### src/rtl/lcd_pkg.sv
// lcd_pkg: shared constants for the 4-bit HD44780 output stage.
// Sequencer states, strobe phases, command bytes and the init nibble table.
package lcd_pkg;

    localparam logic [2:0] S_PWR  = 3'd0;
    localparam logic [2:0] S_INIT = 3'd1;
    localparam logic [2:0] S_IDLE = 3'd2;
    localparam logic [2:0] S_HI   = 3'd3;
    localparam logic [2:0] S_LO   = 3'd4;
    localparam logic [2:0] S_EXEC = 3'd5;

    localparam logic [1:0] P_IDLE = 2'd0;
    localparam logic [1:0] P_SU   = 2'd1;
    localparam logic [1:0] P_EN   = 2'd2;
    localparam logic [1:0] P_GAP  = 2'd3;

    typedef enum logic [7:0] {
        CMD_CLEAR   = 8'h01,
        CMD_HOME    = 8'h02,
        CMD_ENTRY   = 8'h06,
        CMD_DISP_ON = 8'h0C,
        CMD_FUNC4   = 8'h28,
        CMD_LINE2   = 8'hC0
    } lcd_cmd_e;

    localparam logic [3:0] INIT_NIB0 = 4'h3;
    localparam logic [3:0] INIT_NIB1 = 4'h3;
    localparam logic [3:0] INIT_NIB2 = 4'h3;
    localparam logic [3:0] INIT_NIB3 = 4'h2;

    function automatic logic [3:0] init_nib(input logic [1:0] idx);
        logic [3:0] n;
        case (idx)
            2'd0:    n = INIT_NIB0;
            2'd1:    n = INIT_NIB1;
            2'd2:    n = INIT_NIB2;
            default: n = INIT_NIB3;
        endcase
        return n;
    endfunction

    // Clear and home need the long execution wait on the controller.
    function automatic logic is_long_cmd(input logic rs, input logic [7:0] d);
        return !rs && (d == 8'(CMD_CLEAR) || d == 8'(CMD_HOME));
    endfunction

    function automatic int unsigned max_u(input int unsigned a,
                                          input int unsigned b);
        return (a > b) ? a : b;
    endfunction

endpackage

### src/rtl/lcd4_byte_writer_strobe.sv
// lcd_nibble_strobe: drives one enable-strobed nibble (SU/EN/GAP) or a plain
// wait; it owns the single down-counter used for every timed phase.
module lcd_nibble_strobe
    import lcd_pkg::*;
#(
    parameter int unsigned EN_CYCLES = 800,
    parameter int unsigned CW        = 18
) (
    input  logic          clk,
    input  logic          rst,
    input  logic          start,
    input  logic          strobe,
    input  logic          nib_rs,
    input  logic [3:0]    nib,
    input  logic [CW-1:0] gap_len,
    output logic          busy,
    output logic          done,
    output logic          lcd_en,
    output logic          lcd_rs,
    output logic [3:0]    lcd_data
);

    localparam logic [CW-1:0] EN_LOAD = CW'(EN_CYCLES - 1);

    logic [1:0]    phase;
    logic [CW-1:0] cnt;
    logic [CW-1:0] gap_q;
    logic          cnt_zero;

    assign cnt_zero = (cnt == '0);
    assign busy     = (phase != P_IDLE);
    assign done     = (phase == P_GAP) && cnt_zero;

    always_ff @(posedge clk or posedge rst) begin
        if (rst) begin
            phase    <= P_IDLE;
            cnt      <= '0;
            gap_q    <= '0;
            lcd_en   <= 1'b0;
            lcd_rs   <= 1'b0;
            lcd_data <= 4'h0;
        end else if (start) begin
            gap_q <= gap_len;
            if (strobe) begin
                phase    <= P_SU;
                lcd_rs   <= nib_rs;
                lcd_data <= nib;
            end else begin
                // Wait-only: skip the strobe, bus keeps its last value.
                phase <= P_GAP;
                cnt   <= gap_len - 1'b1;
            end
        end else begin
            case (phase)
                P_SU: begin
                    phase  <= P_EN;
                    lcd_en <= 1'b1;
                    cnt    <= EN_LOAD;
                end
                P_EN: begin
                    if (cnt_zero) begin
                        phase  <= P_GAP;
                        lcd_en <= 1'b0;
                        cnt    <= gap_q - 1'b1;
                    end else begin
                        cnt <= cnt - 1'b1;
                    end
                end
                P_GAP: begin
                    if (cnt_zero) begin
                        phase <= P_IDLE;
                    end else begin
                        cnt <= cnt - 1'b1;
                    end
                end
                default: begin
                    phase <= P_IDLE;
                end
            endcase
        end
    end

endmodule

### src/rtl/lcd4_byte_writer.sv
// lcd4_byte_writer: HD44780 4-bit output stage with built-in power-up init,
// byte split into two strobed nibbles and controller execution wait.
module lcd4_byte_writer
    import lcd_pkg::*;
#(
    parameter int unsigned POWERUP_CYCLES = 180000,
    parameter int unsigned EN_CYCLES      = 800,
    parameter int unsigned GAP_CYCLES     = 800,
    parameter int unsigned INITNIB_CYCLES = 60000,
    parameter int unsigned EXEC_CYCLES    = 600,
    parameter int unsigned LONG_CYCLES    = 24000
) (
    input  logic       clk,
    input  logic       rst,
    input  logic       in_valid,
    output logic       in_ready,
    input  logic       in_rs,
    input  logic [7:0] in_data,
    output logic       init_done,
    output logic       lcd_rs,
    output logic       lcd_en,
    output logic [3:0] lcd_data
);

    localparam int unsigned MAXC =
        max_u(max_u(max_u(POWERUP_CYCLES, EN_CYCLES),
                    max_u(GAP_CYCLES, INITNIB_CYCLES)),
              max_u(EXEC_CYCLES, LONG_CYCLES));
    localparam int unsigned CW = $clog2(MAXC + 1);

    localparam logic [CW-1:0] L_PWR  = CW'(POWERUP_CYCLES);
    localparam logic [CW-1:0] L_GAP  = CW'(GAP_CYCLES);
    localparam logic [CW-1:0] L_INIT = CW'(INITNIB_CYCLES);
    localparam logic [CW-1:0] L_EXEC = CW'(EXEC_CYCLES);
    localparam logic [CW-1:0] L_LONG = CW'(LONG_CYCLES);

    logic [2:0]    state;
    logic [2:0]    nxt;
    logic [1:0]    idx;
    logic          rs_q;
    logic [3:0]    lo_q;
    logic          long_q;

    logic          st;
    logic          strobe;
    logic          nib_rs;
    logic [3:0]    nib;
    logic [CW-1:0] gap;
    logic          busy;
    logic          done;
    logic          accept;

    assign in_ready = (state == S_IDLE);
    assign accept   = in_valid && in_ready;

    always_comb begin
        nxt    = state;
        st     = 1'b0;
        strobe = 1'b0;
        nib_rs = 1'b0;
        nib    = 4'h0;
        gap    = L_GAP;
        case (state)
            S_PWR: begin
                if (done) begin
                    st     = 1'b1;
                    strobe = 1'b1;
                    nib    = init_nib(2'd0);
                    gap    = L_INIT;
                    nxt    = S_INIT;
                end else if (!busy) begin
                    // First cycle out of reset arms the power-up wait.
                    st  = 1'b1;
                    gap = L_PWR;
                end
            end
            S_INIT: begin
                if (done && idx == 2'd3) begin
                    nxt = S_IDLE;
                end else if (done) begin
                    st     = 1'b1;
                    strobe = 1'b1;
                    nib    = init_nib(idx + 2'd1);
                    gap    = L_INIT;
                end
            end
            S_IDLE: begin
                if (in_valid) begin
                    st     = 1'b1;
                    strobe = 1'b1;
                    nib    = in_data[7:4];
                    nib_rs = in_rs;
                    nxt    = S_HI;
                end
            end
            S_HI: begin
                if (done) begin
                    st     = 1'b1;
                    strobe = 1'b1;
                    nib    = lo_q;
                    nib_rs = rs_q;
                    nxt    = S_LO;
                end
            end
            S_LO: begin
                if (done) begin
                    st  = 1'b1;
                    gap = long_q ? L_LONG : L_EXEC;
                    nxt = S_EXEC;
                end
            end
            S_EXEC: begin
                if (done) begin
                    nxt = S_IDLE;
                end
            end
            default: begin
                nxt = S_PWR;
            end
        endcase
    end

    always_ff @(posedge clk or posedge rst) begin
        if (rst) begin
            state     <= S_PWR;
            idx       <= 2'd0;
            rs_q      <= 1'b0;
            lo_q      <= 4'h0;
            long_q    <= 1'b0;
            init_done <= 1'b0;
        end else begin
            state <= nxt;
            if (state == S_INIT && done) begin
                idx <= idx + 2'd1;
            end
            if (state == S_INIT && nxt == S_IDLE) begin
                init_done <= 1'b1;
            end
            if (accept) begin
                rs_q   <= in_rs;
                lo_q   <= in_data[3:0];
                long_q <= is_long_cmd(in_rs, in_data);
            end
        end
    end

    lcd_nibble_strobe #(
        .EN_CYCLES (EN_CYCLES),
        .CW        (CW)
    ) u_strobe (
        .clk      (clk),
        .rst      (rst),
        .start    (st),
        .strobe   (strobe),
        .nib_rs   (nib_rs),
        .nib      (nib),
        .gap_len  (gap),
        .busy     (busy),
        .done     (done),
        .lcd_en   (lcd_en),
        .lcd_rs   (lcd_rs),
        .lcd_data (lcd_data)
    );

endmodule

### config.mk
export PLATFORM = sky130hd
export DESIGN_NAME = lcd4_byte_writer
export DESIGN_NICKNAME = d
export VERILOG_FILES = /design/src/rtl/lcd_pkg.sv /design/src/rtl/lcd4_byte_writer_strobe.sv /design/src/rtl/lcd4_byte_writer.sv
export SDC_FILE = /design/constraint.sdc
export NUM_CORES = 1
export LEC_CHECK = 0
export CAP_MARGIN = 20
export CORE_UTILIZATION = 60
export CTS_CLUSTER_DIAMETER = 30
export DETAILED_ROUTE_END_ITERATION = 8
export PLACE_DENSITY_LB_ADDON = 0.12
export SYNTH_ARGS = -nofsm -noshare
export SYNTH_HDL_FRONTEND = slang
export SYNTH_SLANG_ARGS = --single-unit
### constraint.sdc
create_clock -name clk -period 6.6 [get_ports clk]
set_input_delay 1.32 -clock clk [delete_from_list [all_inputs] [get_ports clk]]
set_output_delay 1.32 -clock clk [all_outputs]
set_load 0.01 [all_outputs]
## Word level (Yosys, flattened, before mapping)

Index checks and enable logic that the tools add are counted.

- Register bits after elaboration: 56
- Word-level logic and storage cells: 100
- Input port bits: 12
- Output and inout port bits: 8

- Add/sub/neg operators: 4
- Reduce and logical (&&, ||, !) cells: 21
- Muxes and demuxes: 43
- Bitwise operators: 1
- Equality and inequality tests: 19

Operator list:

| cell | count |
|---|---|
| 18-bit two-way mux | 6 |
| 18-bit case mux with 3 select lines | 2 |
| 18-bit by 1-bit subtractor with 18-bit output (second input constant) | 3 |
| 16-bit two-way mux | 2 |
| 15-bit two-way mux | 2 |
| 18-bit logical NOT | 1 |
| 3-bit two-way mux | 6 |
| 3-bit case mux with 6 select lines | 1 |
| 4-bit case mux with 4 select lines | 1 |
| 2-bit two-way mux | 7 |
| 3-bit by 2-bit == test with 1-bit output (second input constant) | 3 |
| 1-bit two-way mux | 9 |
| 2-bit == test (second input constant) | 4 |
| 8-bit by 1-bit == test with 1-bit output (second input constant) | 1 |
| 8-bit by 2-bit == test with 1-bit output (second input constant) | 1 |
| 4-bit two-way mux | 2 |
| 3-bit == test (second input constant) | 2 |
| 1-bit logical AND | 6 |
| 3-bit by 2-bit != test with 1-bit output (second input constant) | 2 |
| 2-bit case mux with 3 select lines | 1 |
| 3-bit AND reduction | 2 |
| 2-bit by 1-bit == test with 1-bit output (second input constant) | 2 |
| 1-bit case mux with 2 select lines | 2 |
| 1-bit case mux with 4 select lines | 1 |
| 16 further kinds | 19 |

## Longest topological paths before layout

Gate-level depths: netlist of the first run.

- Depth in word-level cells: 8
- Gate-level depth with buffers: 10
- Depth with buffers taken out: 9

## Hierarchy

A second synthesis of the first run with hierarchy kept.

- Cell total of the unflattened synthesis: 431
- Area, all modules: 3908.7 µm²

By module, submodules not included:

| module | cells an instance | area an instance (µm²) | seq. area each (µm²) | times used |
|---|---|---|---|---|
| lcd_nibble_strobe | 342 | 3031.7 | 1101.1 | 1 |
| lcd4_byte_writer | 89 | 877.1 | 300.3 | 1 |

## Worst setup path before layout of the first run

Ideal clock, no wire load.

- Kind: input to register
- From: in in_valid
- To: reg u_strobe.cnt[3]
- Cell stages on the path: 6
- Setup time: 0.125 ns
- Data required time: 6.475 ns
- Slack: 4.008 ns
- Path buffers: 1
- Data arrival time: 2.467 ns
- Path through: mux2i_1 > nor3_1 > a41o_1 > buf_4 > o31a_1 > mux2_4

- Longest elaborated chain between the ends: 4
- Elaborated cells between the ends (all ways): 8
- Those cells by class: 2 x eq/ne; 4 x mux; 2 x reduce/logical

RTL lines:

| what | line | RTL |
|---|---|---|
| start, declared | lcd4_byte_writer.sv:15 | `input logic in_valid,` |
| 1-bit two-way mux * | lcd4_byte_writer.sv:88 | `if (in_valid) begin` |
| 1-bit case mux with 4 select lines / 1-bit case mux with 3 select lines (equally long branches) | lcd4_byte_writer.sv:63 | `case (state)` |
| 3-bit != test (no line), or another cell as far along | - |  |
| 3-bit AND reduction (no line) | - |  |
| end signal, assigned | lcd4_byte_writer_strobe.sv:64 | `cnt <= gap_q - 1'b1;` |
| end signal, assigned | lcd4_byte_writer_strobe.sv:66 | `cnt <= cnt - 1'b1;` |
| end signal, assigned | lcd4_byte_writer_strobe.sv:73 | `cnt <= cnt - 1'b1;` |
| end, declared | lcd4_byte_writer_strobe.sv:26 | `logic [CW-1:0] cnt;` |

Every way passes the cells marked *; elsewhere a longest branch is shown, timed or not.
A chain may end at the register's enable or synchronous reset.

## Final worst setup path of the first run

Ends and elaborated chain as after synthesis.

==> flow_summary.json, run 1 <==
{
  "clk_latency_ns": 0.31,
  "hold_buffers": 0,
  "crit_required_ns": 6.80,
  "wl_per_cell_um": 18.3,
  "period_share": 0.484,
  "viasPerCell": 6.39,
  "slew_viol_final": 0,
  "wirelength_mm": 7.93,
  "cts.clk_slew.worst_paths_ns": 0.10,
  "finalClockSkew_ns": 0.0118,
  "num_antenna_cells": 0,
  "syn_to_final_growth_pct": 10.8,
  "p_sw_uw": 117,
  "syn_nets": 374,
  "design_area_mm2": 0.00361,
  "timing.slew.headroom": 0.330,
  "internal_power_uw": 439,
  "die_w_um": 75.7,
  "yosys_warnings": 0,
  "synth-edff-count": 0,
  "dp_cells": 424,
  "grt_usage": 0.293,
  "die_area_mm2": 0.00573,
  "crit_chain": "clkdlybuf4s50_1 -> mux2i_1 -> nor3_1 -> a41oi_4 -> a21oi_4 -> mux2_4",
  "p_seq_frac": 0.549,
  "cp_max_fo": 25,
  "slowest_stage": "clkdlybuf4s50_1",
  "overflow": 0,
  "layout-drive-gt1-share": 0.110,
  "final_net_count": 386,
  "tightest_slew_ns": 0.989,
  "synth_seq_cells": 49,
  "status": "finished, final reports clean",
  "ios": 20,
  "slowest_delay_ns": 0.52,
  "clockBufferDepth": 2,
  "grt-busiest-layer": "met2",
  "grtUsageMet1": 0.369,
  "layoutNonFillerInstCount": 433,
  "grt_setup_unrepaired": "no",
  "grt_pass1_vias": 2583,
  "r2r_slack_ns": 3.71,
  "die_y_um": 75.7,
  "met2_usage": 0.524,
  "cts_resized": 0,
  "grtUsageMet3": 0.0410,
  "swShare": 0.210,
  "clock_power_share": 0.409,
  "crit_type": "input pin to register",
  "start_kind": "input pin",
  "fin_crit_ns": 3.19,
  "peakVddDrop_mv": 0.131,
  "end_kind": "register",
  "dr.pass1.iters": 5,
  "p_leak_nw": 1.50,
  "post_dp_cell_area_mm2": 0.00347,
  "pwr-share-comb": 0.042,
  "drv_cap": 0,
  "io_buffers": 19,
  "layout_commonest_cell": "dfrtp_1",
  "drt_iter0_drc": 267,
  "final_cell_mix": "dfrtp_1, nand2_1, nor2_1",
  "cts_buffers": 5,
  "ys_seq_area_frac": 0.376,
  "fmax_mhz": 313,
  "cts_tree": "built",
  "grt_max_degree": 50,
  "async_reset_ff_frac": 1.00,
  "synth_area_mm2": 0.00326,
  "report.final.hold_viol_count": 0,
  "gp_congestion": 0.901,
  "antenna_found_initial": 0,
  "cts_max_level": 2,
  "cts_root_buf": "clkbuf_8",
  "avgSynthCellArea_um2": 9.31,
  "ant_nets": 0,
  "num_rows": 26,
  "setup_violations": 0,
  "synth_ff_type": "dfrtp_1",
  "vias": 2767,
  "dp_hpwl_mm": 5.78,
  "crit_arrival_ns": 3.39,
  "fillers": 424,
  "core_mm2": 0.00517,
  "yosysUniqueCellTypes": 69,
  "clock-sinks": 49,
  "drc": 0,
  "start_util": 0.630,
  "hp-class": "register to register",
  "grt_pass1_wl_mm": 12.4,
  "post_cts_buffers": 0,
  "powerDensity_mw_per_mm2": 154,
  "syn_inst": 350,
  "tns_ns": 0,
  "whs_ns": 0.499
}
[kinds of logic after synthesis]
kind of cell,share of synthesized area
xor gates and xnor gates,0.0538
AOI/OAI and AO/OA,0.216
buffers and inverters,0.0419
muxes,0.0250
DFF,0.376
and+or+nand+nor,0.240
adders and majority gates,0.0461
[path summary, 6_finish.rpt]
kind                                    from                 end  cells after the start
min reg2reg                        init_done           init_done                      1
min                                init_done           init_done                      1
max reg2reg                u_strobe.phase[0]    u_strobe.cnt[11]                      7
max in group asynchronous                rst  u_strobe.gap_q[17]                      3
min in group asynchronous                rst     u_strobe.cnt[4]                      2
max                                 in_valid     u_strobe.cnt[3]                      6
[stage by stage]
step	power, mW	util	setup WS (ns)
after floorplan	0.320	-	4.01
after global placement	0.333	0.671	3.17
after detailed placement	0.334	0.671	3.11
after CTS	0.560	0.694	3.44
after global routing	0.570	0.698	3.30
final	0.556	0.698	3.41
[Yosys cell counts (2+ instances only)]
cell | n | area [µm²]
dfrtp_1 | 49 | 1230
nand2_1 | 30 | 113
nor2_1 | 30 | 113
o21ai_0 | 18 | 90.1
a21oi_1 | 16 | 80.1
inv_1 | 15 | 56.3
ha_1 | 12 | 150
nand3_1 | 12 | 60.1
nor3_1 | 12 | 60.1
xor2_1 | 11 | 96.3
xnor2_1 | 9 | 78.8
clkbuf_1 | 8 | 30.0
buf_2 | 7 | 35.0
nand4_1 | 7 | 43.8
nor4_1 | 7 | 43.8
a2bb2oi_1 | 6 | 52.6
and2_1 | 6 | 37.5
o31ai_1 | 6 | 45.0
a221o_1 | 5 | 50.1
mux2_2 | 5 | 56.3
nand2b_1 | 5 | 31.3
o221ai_1 | 5 | 43.8
o211ai_1 | 3 | 22.5
o221a_2 | 3 | 33.8
or3_1 | 3 | 18.8
a211o_1 | 2 | 17.5
a211oi_1 | 2 | 15.0
a21o_1 | 2 | 15.0
a22oi_1 | 2 | 15.0
and3_1 | 2 | 12.5
buf_4 | 2 | 15.0
nand2_2 | 2 | 12.5
nand4b_1 | 2 | 17.5
nor2b_1 | 2 | 12.5
nor4_2 | 2 | 25.0
nor4_4 | 2 | 42.5
o21a_1 | 2 | 15.0
o21ai_2 | 2 | 17.5
o31a_1 | 2 | 17.5
o32a_1 | 2 | 20.0
or4_1 | 2 | 15.0
[power by group through the flow]
stage	Combinational [mW]	Sequential (mW)	Clock, mW
final	0.0232	0.306	0.228
after global routing	0.0255	0.306	0.238
after CTS	0.0222	0.306	0.232
after detailed placement	0.0223	0.311	0
after global placement	0.0218	0.311	0
after floorplan	0.00824	0.312	0
[routing by layer]
layer / part of all wire / vias to the layer above
met5: 0 / -
met4: 0.016 / 0
met3: 0.044 / 14
met2: 0.51 / 94
met1: 0.43 / 1338
li1: - / 1321
[state kept, by name, indices dropped and copies added, names as in the netlist, 2 cells and up]
name,cells
idx,2
lo_q,4
state,3
u_strobe.cnt,18
u_strobe.gap_q,11
u_strobe.lcd_data,4
u_strobe.phase,2
[cell type report]
| type | count | area, µm² | share of cell area |
|---|---|---|---|
| Multi-Input combinational cell | 269 | 1890 | 0.525 |
| Clock inverter | 2 | 37.5 | 0.0104 |
| Tap cell | 70 | 87.6 | 0.0243 |
| Sequential cell | 49 | 1230 | 0.340 |
| Timing Repair Buffer | 22 | 225 | 0.0624 |
| Clock buffer | 6 | 82.6 | 0.0229 |
| Inverter | 15 | 56.3 | 0.0156 |
[worst max-delay path, delay by kind of cell]
family	cells	cell delay (ns)
buffers and inverters	1	0.52
muxes	2	0.44
AOI/OAI and AO/OA	2	0.69
and+or+nand+nor	1	0.42
Power figures use the tool's default switching activity.
==> inputs of run 2 (changes only) <==
==> constraint.sdc (replaced) <==
create_clock -name clk -period 3.15 [get_ports clk]
set_input_delay 0.63 -clock clk [delete_from_list [all_inputs] [get_ports clk]]
set_output_delay 0.63 -clock clk [all_outputs]
set_load 0.01 [all_outputs]
==> flow_summary.json, run 2 (same netlist as run 1, synthesis figures left out) <==
{
  "crit_type": "register to register",
  "largest_reg_flops": 18,
  "ios": 20,
  "grt_usage": 0.313,
  "p_leak_nw": 1.52,
  "cts.clk_slew.worst_paths_ns": 0.09,
  "end_kind": "register",
  "period_share": 0.895,
  "core_mm2": 0.00517,
  "whs_ns": 0.493,
  "status": "finished, final reports clean",
  "finalClockSkew_ns": 0.00728,
  "tns_ns": 0,
  "crit_arrival_ns": 3.02,
  "wirelength_mm": 8.12,
  "fmax_mhz": 355,
  "hp-class": "register to register",
  "dr.pass1.iters": 4,
  "setup_violations": 0,
  "grt_pass1_vias": 2669,
  "crit_required_ns": 3.35,
  "cp_max_fo": 12,
  "top_layer": "met4",
  "start_util": 0.630,
  "cts_resized": 0,
  "clock-sinks": 49,
  "grt_pass1_wl_mm": 13.0,
  "die_area_mm2": 0.00573,
  "total_power_mw": 1.06,
  "regMostFlops": "u_strobe.cnt",
  "overflow": 0,
  "fin_util": 0.700,
  "die_w_um": 75.7,
  "drt_iter0_drc": 251,
  "report.final.hold_viol_count": 0,
  "drc": 0,
  "hold_buffers": 0,
  "timing.slew.headroom": 0.312,
  "die_y_um": 75.7,
  "grt_setup_unrepaired": "no",
  "r2r_slack_ns": 0.33,
  "drv_cap": 0,
  "layout-drive-gt1-share": 0.122,
  "wl_met3_um": 402,
  "vias": 2847,
  "syn_to_final_growth_pct": 11.1,
  "r2r_cells": 8,
  "clk_latency_ns": 0.32,
  "tightest_slew_ns": 1.03,
  "wl_met1_mm": 3.53,
  "cts_max_level": 2,
  "final_net_count": 392,
  "grt_max_degree": 26,
  "io_buffers": 19,
  "slew_viol_final": 0,
  "ant_nets": 0,
  "startpoint": "u_strobe.phase[0]",
  "cts_tree": "built",
  "gp_congestion": 0.921,
  "layout_commonest_cell": "dfrtp_1",
  "num_antenna_cells": 0,
  "clockBufferDepth": 2,
  "final_cell_mix": "dfrtp_1, nand2_1, nor2_1",
  "r2r_end": "u_strobe.cnt[11]",
  "cts_buffers": 5,
  "cts_root_buf": "clkbuf_8",
  "wl_per_cell_um": 18.5,
  "r2r-start": "u_strobe.phase[0]",
  "peakVddDrop_mv": 0.249,
  "viasPerCell": 6.50,
  "crit_end": "u_strobe.cnt[11]",
  "post_cts_buffers": 0,
  "largest_registers": "u_strobe.cnt: 18 flops, u_strobe.gap_q: 11 flops",
  "wl_met2_mm": 3.87,
  "dp_hpwl_mm": 5.99,
  "num_rows": 26,
  "start_kind": "register",
  "fin_crit_ns": 2.82,
  "antenna_found_initial": 0,
  "powerDensity_mw_per_mm2": 294
}
run 2: cell types whose count changed in the layout (fill, tap and decap cells not counted):
cell / previous run / this run
clkbuf_8: 6 / 5
buf_4: 2 / 8
clkinv_4: 0 / 1
bufinv_16: 1 / 0
run 2: worst min path at each step:
stage                        from                 end  slack, ns  cells past startpoint
2_1_floorplan  u_strobe.gap_q[17]  u_strobe.gap_q[17]       0.47                      1
4_1_cts                 init_done           init_done       0.49                      1
3_5_place_dp            init_done           init_done       0.47                      1
6_report                init_done           init_done       0.49                      1
3_3_place_gp            init_done           init_done       0.47                      1
5_1_grt                 init_done           init_done       0.51                      1
run 2: layout make-up:
cell class | count | area (µm²)
Clock buffer | 5 | 68.8
Clock inverter | 2 | 16.3
Inverter | 15 | 56.3
Tap cell | 70 | 87.6
Sequential cell | 49 | 1230
Fill cell | 423 | 1550
Multi-Input combinational cell | 269 | 1890
Timing Repair Buffer | 28 | 270
run 2: critical path, cell delays in order, from the launching register on:
cell	delay, ns
dfrtp_1	0.43
inv_1	0.13
ha_1	0.30
or2_2	0.27
nor2_1	0.06
a21oi_1	0.79
o221a_2	0.34
nor2_1	0.04
o32a_1	0.34
run 2: through the flow:
step / setup WS, ns / instance area, µm² / std cells
3_5_place_dp: 0.399 / 3530 / 431
4_1_cts: 0.368 / 3620 / 438
5_1_grt: 0.135 / 3620 / 438
6_report: 0.330 / 3620 / 438
3_3_place_gp: 0.440 / 3530 / 431
2_1_floorplan: 0.797 / 3260 / 350
run 2: routing by layer:
| layer | up-vias | global-route usage |
|---|---|---|
| met1 | 1394 | 0.401 |
| met3 | 26 | 0.0569 |
| met2 | 103 | 0.501 |
| met4 | 0 | 0.173 |
| met5 | - | 0 |
| li1 | 1324 | - |
run 2: where the power goes:
part / internal [mW] / switching, mW / total (mW)
Sequential: 0.636 / 0.00447 / 0.640
Combinational: 0.0261 / 0.0222 / 0.0483
Clock: 0.153 / 0.221 / 0.374
==> inputs of run 3 (changes only) <==
--- a/config.mk
+++ b/config.mk
@@ -6,6 +6,7 @@
 export NUM_CORES = 1
 export LEC_CHECK = 0
 export CAP_MARGIN = 20
+export CORE_ASPECT_RATIO = 2
 export CORE_UTILIZATION = 60
 export CTS_CLUSTER_DIAMETER = 30
 export DETAILED_ROUTE_END_ITERATION = 8
==> flow_summary.json, run 3 (same netlist as run 1, synthesis figures left out) <==
{
  "status": "finished, final reports clean",
  "fin_crit_ns": 2.64,
  "grt_pass1_vias": 2831,
  "grt_usage": 0.341,
  "cts_root_buf": "clkbuf_8",
  "finalClockSkew_ns": 0.0107,
  "timing.slew.headroom": 0.593,
  "layout_commonest_cell": "dfrtp_1",
  "die_area_mm2": 0.00574,
  "largest_reg_flops": 18,
  "hold_buffers": 0,
  "crit_required_ns": 3.39,
  "design_area_mm2": 0.00367,
  "start_util": 0.628,
  "num_antenna_cells": 0,
  "regMostFlops": "u_strobe.cnt",
  "num_rows": 37,
  "drt_iter0_drc": 124,
  "slew_viol_final": 0,
  "clock_power_share": 0.446,
  "end_kind": "register",
  "period_share": 0.839,
  "gp_congestion": 0.951,
  "final_net_count": 396,
  "drv_cap": 0,
  "report.final.hold_viol_count": 0,
  "final_cell_mix": "dfrtp_1, nand2_1, nor2_1",
  "cts_buffers": 5,
  "whs_ns": 0.484,
  "clk_latency_ns": 0.32,
  "clockBufferDepth": 2,
  "dr.pass1.iters": 5,
  "post_cts_buffers": 0,
  "peakVddDrop_mv": 0.416,
  "clock-sinks": 49,
  "antenna_found_initial": 0,
  "crit_type": "register to register",
  "viasPerCell": 6.80,
  "cts.clk_slew.worst_paths_ns": 0.10,
  "internal_power_uw": 981,
  "wirelength_mm": 8.66,
  "wl_per_cell_um": 20.1,
  "cts_max_level": 2,
  "fmax_mhz": 378,
  "cp_max_fo": 5,
  "p_leak_nw": 1.56,
  "syn_to_final_growth_pct": 12.8,
  "p_seq_frac": 0.515,
  "tightest_slew_ns": 0.609,
  "drc": 0,
  "die_w_um": 54.1,
  "core_mm2": 0.00518,
  "cts_tree": "built",
  "grt_setup_unrepaired": "no",
  "pwr-share-comb": 0.039,
  "setup_violations": 0,
  "io_buffers": 19,
  "largest_registers": "u_strobe.cnt: 18 flops, u_strobe.gap_q: 11 flops",
  "swShare": 0.210,
  "ios": 20,
  "total_power_mw": 1.24,
  "overflow": 0,
  "layout-drive-gt1-share": 0.134,
  "start_kind": "register",
  "crit_arrival_ns": 2.89,
  "tns_ns": 0,
  "dp_hpwl_mm": 6.45,
  "powerDensity_mw_per_mm2": 338,
  "grt_pass1_wl_mm": 14.1,
  "p_sw_uw": 261,
  "grt_max_degree": 26,
  "vias": 2930,
  "die_y_um": 106,
  "post_dp_cell_area_mm2": 0.00354,
  "ant_nets": 0,
  "hp-class": "register to register",
  "cts_resized": 0
}
## run 3: cell types whose count changed in the layout (fill, tap and decap cells not counted)
cell	previous run	this run
bufinv_16	0	2
inv_6	0	1
buf_12	1	0
clkinv_4	1	0
clkinvlp_4	1	0
buf_4	8	13
## run 3: layer usage
metal	GRT usage	share of wire	up-vias	wire length, µm
li1	-	-	1342	-
met1	0.383	0.35	1418	3070
met2	0.561	0.53	128	4570
met3	0.0615	0.052	42	451
met4	0.218	0.067	0	577
met5	0	0	-	0
## run 3: final timing paths
| check | start | end | slack (ns) | depth (start not counted) |
|---|---|---|---|---|
| hold / removal | init_done | init_done | 0.48 | 1 |
| min in group asynchronous | rst | u_strobe.cnt[15] | 0.67 | 2 |
| max in group asynchronous | rst | u_strobe.phase[1] | 1.88 | 3 |
| hold reg to reg | init_done | init_done | 0.48 | 1 |
| setup reg to reg | u_strobe.cnt[0] | u_strobe.cnt[6] | 0.51 | 9 |
| setup / recovery | u_strobe.cnt[0] | u_strobe.cnt[6] | 0.51 | 9 |
## run 3: power by group through the flow
stage | clock [mW] | combinational [mW] | sequential (mW)
global route | 0.587 | 0.0529 | 0.641
CTS | 0.563 | 0.0490 | 0.640
global placement | 0 | 0.0480 | 0.652
finish | 0.554 | 0.0480 | 0.640
floorplan | 0 | 0.0173 | 0.653
detailed placement | 0 | 0.0489 | 0.652
## run 3: stage by stage
step,utilization,worst slack (ns),std cells
CTS,0.709,0.572,431
global placement,0.682,0.568,423
global route,0.709,0.357,431
floorplan,-,0.797,350
finish,0.709,0.507,431
detailed placement,0.682,0.529,423
## run 3: final cells by class
cell class,instances,area [µm²]
Multi-Input combinational cell,269,1890
Tap cell,58,72.6
Fill cell,407,1510
Clock buffer,5,68.8
Timing Repair Buffer,32,288
Clock inverter,3,68.8
Inverter,15,56.3
Sequential cell,49,1230
## run 3: worst max-delay path, cell delays in order, from the launching register on
cell and delay (ns):
dfrtp_1 0.44, inv_1 0.10, ha_1 0.16, nor4b_2 0.51, nand2_1 0.24, nor4_4 0.27, nand2_1 0.17, ha_1 0.24
xor2_1 0.17, a221oi_2 0.25
